==> src/rtl/camera_timing_probe.sv <==
// Measures OV5640 byte-stream geometry (row length, rows, bytes, fps, bytes/s,
// per-frame min/max row) with its own timebase and a frame-geometry stability flag.
module camera_timing_probe #(
  parameter int unsigned REF_CLK  = 307_200_000,
  parameter int unsigned CNT_W    = 16,
  parameter int unsigned STABLE_N = 4
) (
  input  logic        clk_in,
  input  logic        rst_n_in,
  input  logic        valid_byte_in,
  input  logic        hsync_in,
  input  logic        vsync_in,
  input  logic [2:0]  mode_in,
  input  logic        clear_in,
  output logic [31:0] display_out,
  output logic        stable_out,
  output logic        one_hz_out
);

  localparam int TB_W = $clog2(REF_CLK + 1);
  localparam int M_W  = $clog2(STABLE_N + 1);

  typedef struct packed {
    logic             hs_prev;
    logic             vs_prev;
    logic [CNT_W-1:0] row_cnt;
    logic [CNT_W-1:0] rowlen;
    logic [CNT_W-1:0] rows_cnt;
    logic [CNT_W-1:0] cur_min;
    logic [CNT_W-1:0] cur_max;
    logic [CNT_W-1:0] rows;
    logic [CNT_W-1:0] rowmin;
    logic [CNT_W-1:0] rowmax;
    logic [CNT_W-1:0] frame_cnt;
    logic [CNT_W-1:0] fps;
    logic [31:0]      byte_cnt;
    logic [31:0]      fbytes;
    logic [31:0]      bps_cnt;
    logic [31:0]      bps;
    logic [M_W-1:0]   match_cnt;
    logic             stable;
    logic             one_hz;
    logic [TB_W-1:0]  tb_cnt;
    logic [31:0]      display;
  } probe_state_t;

  probe_state_t st_q, st_d;
  logic         row_end;
  logic         frame_end;

  function automatic logic [CNT_W-1:0] sat_inc_c(input logic [CNT_W-1:0] v);
    return (&v) ? v : v + CNT_W'(1);
  endfunction

  function automatic logic [31:0] sat_inc_w(input logic [31:0] v);
    return (&v) ? v : v + 32'd1;
  endfunction

  // Sync levels only mean something when they accompany an accepted byte.
  assign row_end   = valid_byte_in & st_q.hs_prev & ~hsync_in;
  assign frame_end = valid_byte_in & st_q.vs_prev & ~vsync_in;

  always_comb begin
    st_d = st_q;

    st_d.tb_cnt = st_q.one_hz ? TB_W'(1) : st_q.tb_cnt + TB_W'(1);
    st_d.one_hz = (st_d.tb_cnt == TB_W'(REF_CLK));

    if (valid_byte_in) begin
      st_d.hs_prev  = hsync_in;
      st_d.vs_prev  = vsync_in;
      st_d.byte_cnt = sat_inc_w(st_q.byte_cnt);
      if (row_end) begin
        st_d.rowlen   = st_q.row_cnt;
        st_d.row_cnt  = '0;
        st_d.rows_cnt = sat_inc_c(st_q.rows_cnt);
        st_d.cur_min  = (st_q.row_cnt < st_q.cur_min) ? st_q.row_cnt : st_q.cur_min;
        st_d.cur_max  = (st_q.row_cnt > st_q.cur_max) ? st_q.row_cnt : st_q.cur_max;
      end else begin
        st_d.row_cnt  = sat_inc_c(st_q.row_cnt);
      end
      // The row closing on this byte is already folded into the values latched here.
      if (frame_end) begin
        if (st_q.rows == st_d.rows_cnt && st_q.fbytes == st_q.byte_cnt &&
            st_d.cur_min == st_d.cur_max) begin
          st_d.match_cnt = (st_q.match_cnt == M_W'(STABLE_N)) ? st_q.match_cnt
                                                             : st_q.match_cnt + M_W'(1);
        end else begin
          st_d.match_cnt = '0;
        end
        st_d.rows     = st_d.rows_cnt;
        st_d.fbytes   = st_q.byte_cnt;
        st_d.rowmin   = st_d.cur_min;
        st_d.rowmax   = st_d.cur_max;
        st_d.rows_cnt = '0;
        st_d.byte_cnt = '0;
        st_d.cur_min  = '1;
        st_d.cur_max  = '0;
      end
    end
    st_d.stable = (st_d.match_cnt == M_W'(STABLE_N));

    if (st_q.one_hz) begin
      st_d.fps       = st_q.frame_cnt;
      st_d.bps       = st_q.bps_cnt;
      st_d.frame_cnt = frame_end ? CNT_W'(1) : '0;
      st_d.bps_cnt   = valid_byte_in ? 32'd1 : 32'd0;
    end else begin
      if (frame_end)     st_d.frame_cnt = sat_inc_c(st_q.frame_cnt);
      if (valid_byte_in) st_d.bps_cnt   = sat_inc_w(st_q.bps_cnt);
    end

    case (mode_in)
      3'd0:    st_d.display = {16'(st_q.rows), 16'(st_q.rowlen)};
      3'd1:    st_d.display = st_q.fbytes;
      3'd2:    st_d.display = {16'(st_q.fps), 16'(st_q.rowlen)};
      3'd3:    st_d.display = {16'(st_q.rowmax), 16'(st_q.rowmin)};
      3'd4:    st_d.display = st_q.bps;
      3'd5:    st_d.display = {16'(st_q.match_cnt), 15'b0, st_q.stable};
      default: st_d.display = 32'h0;
    endcase

    if (clear_in) begin
      st_d        = '0;
      st_d.tb_cnt = TB_W'(1);
    end
  end

  always_ff @(posedge clk_in or negedge rst_n_in) begin
    if (!rst_n_in) st_q <= '0;
    else           st_q <= st_d;
  end

  assign display_out = st_q.display;
  assign stable_out  = st_q.stable;
  assign one_hz_out  = st_q.one_hz;

endmodule

==> config.mk <==
export PLATFORM = sky130hd
export DESIGN_NAME = camera_timing_probe
export DESIGN_NICKNAME = d
export VERILOG_FILES = /design/src/rtl/camera_timing_probe.sv
export SDC_FILE = /design/constraint.sdc
export NUM_CORES = 1
export LEC_CHECK = 0
export ABC_AREA = 1
export BUFFER_PORTS_ARGS = -buffer_cell sky130_fd_sc_hd__buf_2
export CORE_MARGIN = 8
export CORE_UTILIZATION = 45
export DETAILED_ROUTE_END_ITERATION = 8
export PLACE_DENSITY = 0.6
export SETUP_SLACK_MARGIN = 0.4
export SLEW_MARGIN = 20
export SYNTH_ARGS = -nofsm -noshare
export SYNTH_HDL_FRONTEND = slang
export SYNTH_SLANG_ARGS = --single-unit
==> constraint.sdc <==
create_clock -name clk_in -period 3.6 [get_ports clk_in]
set_input_delay 0.54 -clock clk_in [delete_from_list [all_inputs] [get_ports clk_in]]
set_output_delay 0.54 -clock clk_in [all_outputs]
set_load 0.02 [all_outputs]
==> reports/results.tsv <==
stage	metric	value	unit
routing	vias	16970	
yosys	synthArstFlopShare	100.0	%
yosys	ys_ff_latch	356	
cts	clk_latency	0.57	ns
yosys	syn-num-nets	2504	
yosys	syn_area	0.01916	sq mm
cts	cts-root-buf	clkbuf_16	
routing	drtIter0Drc	1776	
critical_path	crit_path_top_delay_cell	dfrtp_1	
floorplanning	initial_core_util	45.68	%
critical_path	critical_path_class	reg -> reg	
floorplanning	num_io_pins	43	
yosys	yosys-top-cells-area	dfrtp_1 46%, nand2_1 10%, inv_1 7.2%	
status	outcome	finished, final reports clean	
critical_path	cp_num_cells	17	
yosys	yosys_warnings	0	
floorplanning	die_width	222.3	um
floorplanning	dieArea	0.04944	sq mm
critical_path	crit_path_max_fanout	11	
final_layout	num_antenna_cells	0	
critical_path	r2r_end	st_q[184]	
timing	clock.fmax	0.3444	GHz
routing	post_drt_wl_per_cell	19.50	um
grt	grt_pass1_wl	94.55	mm
floorplanning	die_y	222.3	um
final_layout	layout_common_cells	512 x nand2_1, 366 x inv_1, 353 x dfrtp_1	
final_layout	layout-area-overhead-vs-synth	11.50	%
critical_path	crit_path_start_kind	register	
yosys	synth_ff_type	dfrtp_1	
grt	grt_pass1_vias	16620	
critical_path	crit_required	4.08	ns
grt	grt_max_degree	84	
final_layout	layout.cells.most_common	nand2_1	
critical_path	cp-startpoint	st_q[162]	
timing	hold_viol	0	
yosys	yosys.area.top_type_share	46.50	%
timing	min_period	2.903	ns
critical_path	critPathBufInv	3	
power_and_ir_drop	p_per_area	447.6	mW/mm^2
final_layout	drive_gt1_share	8.668	%
cts	cts_tree	built	
grt	overflow	0	
hold_path	hp-class	in -> reg	
critical_path	rrSetupSlack	0.70	ns
cts	max-clock-path-buffers	3	
critical_path	max_stage_delay	0.40	ns
yosys	synth_edf_count	0	
routing	viasPerCell	5.598	
yosys	synth.largest_area_cell	dfrtp_1	
floorplanning	core_area	0.04195	sq mm
timing	worst_pin_slew	0.8246	ns
timing	period_share	80.64	%
critical_path	rr_worst_depth	17	
timing	maxSlewHeadroom	44.90	%
yosys	yosys.cell_types.count	52	
critical_path	cp.arrival	3.39	ns
timing	finClkSkew	0.02351	ns
timing	rsz0062_at_grt	false	
cts	numCtsBuffers	42	
routing	drt_pass1_iterations	6	
yosys	synth_seq_area_share	46.50	%
power_and_ir_drop	power.total	9562	uW
critical_path	crit_chain	ha_1 -> nand2_1 -> nor2_1 -> nand2_1 -> nor2_1 -> inv_1 -> nor4_1 -> buf_4 -> nand3_1 -> nand2_1 -> buf_4 -> nor2_1 -> nand2_1 -> nor2_1 -> nand2_1 -> nor2_1 -> nor3_1	
critical_path	r2r_start	st_q[162]	
final_layout	utilization	50.93	%
timing	setup_tns	0	ns
timing	slew_violations	0	
routing	drc_errors	0	
placement	dp_hpwl	43.00	mm
yosys	synthCells	2456	
power_and_ir_drop	vdd_drop_max	0.3086	mV
critical_path	endpoint_kind	register	
hold_path	holdPathStages	3	
critical_path	endpoint	st_q[184]	
routing	detail-route-antenna-nets	0	
timing	setup_viol_count_final	0	
floorplanning	row_count	75	
grt	track_usage	23.81	%
yosys	avgSynthCellArea	7.801	sq um
placement	placed_cell_area	0.01979	sq mm
power_and_ir_drop	power_leakage	0.009692	uW
flow_run	maxCapViolCount	0	
routing	wl	59.11	mm
cts	cts.clk_slew.worst_paths	0.07	ns
final_layout	stdcell_area	0.02136	sq mm
grt	antenna_found_initial	0	
placement	routabilityCongestion	0.9023	
placement	io_buffers	42	
critical_path	cp_top_family	simple AND/OR/NAND/NOR gates	
cts	htreeDepth	2	
cts	cts_sinks	356	
timing	holdWs	0.2169	ns
final_layout	final_net_count	2509	
[cells in the mapped netlist, drive strengths merged, types with 14 or more instances]
cell type / n
nor2: 225
nand4: 43
nor3: 101
a211oi: 16
xor2: 33
buf: 67
nand2: 516
ha: 39
o21ai: 125
nor4: 23
dfrtp: 356
a31oi: 14
nand3: 157
inv: 379
o22ai: 159
clkbuf: 59
a21oi: 83
a221oi: 18
[how the worst min path moves through the flow]
| stage | start | end | slack (ns) |
|---|---|---|---|
| 2_1_floorplan | rst_n_in | display_out[0] | 0.24 |
| 3_3_place_gp | st_q[32] | st_q[32] | 0.46 |
| 3_5_place_dp | st_q[322] | st_q[322] | 0.48 |
| 4_1_cts | hsync_in | st_q[355] | 0.20 |
| 5_1_grt | hsync_in | st_q[355] | 0.25 |
| 6_report | hsync_in | st_q[355] | 0.22 |
[state kept, by name (all words and copies together) (netlist names)]
| signal | count |
|---|---|
| st_q | 322 |
| display_out | 32 |
| one_hz_out | 1 |
| stable_out | 1 |
[logic make-up (layout without fill, tap and decap cells)]
kind of cell	count (synthesis)	in the layout	share of synthesized area [%]
and+or+nand+nor	1076	1076	24.48
xor gates and xnor gates	36	36	1.718
buffers and inverters	506	542	10.93
DFF	356	356	46.50
adders and majority gates	39	39	2.547
AOI/OAI and AO/OA	443	443	13.83
[per-stage QoR]
| step | worst slack [ns] | instances |
|---|---|---|
| 5_1_grt | 0.4103 | 3031 |
| 4_1_cts | 0.6247 | 3031 |
| 2_1_floorplan | 1.244 | 2456 |
| 6_report | 0.6968 | 3031 |
| 3_5_place_dp | 0.3664 | 2954 |
| 3_3_place_gp | 0.4219 | 2954 |
[power by group]
part | internal (uW) | switching [uW]
clock | 2920 | 1770
combinational | 199 | 589
sequential | 4040 | 38.1
[metal layers]
| layer | up-vias | wire [um] | global-route usage [%] |
|---|---|---|---|
| met5 | - | 0 | 0 |
| met4 | 0 | 1380 | 6.967 |
| met3 | 82 | 3645 | 3.332 |
| met2 | 488 | 26680 | 37.21 |
| met1 | 8249 | 27400 | 34.12 |
| li1 | 8149 | - | - |
[worst reg2reg max path: cells and delay by family (launching register included)]
kind / cells / cell delay (ns)
and+or+nand+nor: 13 / 1.70
buffers and inverters: 3 / 0.53
DFF: 1 / 0.40
adders and majority gates: 1 / 0.20
[layout make-up]
type	count	area, sq um
clock buffer	53	1194
clock inverter	22	327.8
fill	4086	20580
inverter	380	1426
multi-input combinational	1594	8192
sequential	356	8912
tap	539	674.4
timing repair buffer	87	636.9
[what timing repair did]
action | CTS | global route
hold buffers | 1 | 0
cloned | 0 | 0
buffers inserted | 1 | 0
endpoints found under the setup margin | 1 | 2
hold endpoints to repair | 23 | 0
gates resized for setup | 0 | 9
pin swaps | 1 | 0
(Power assumes the default switching activity.)
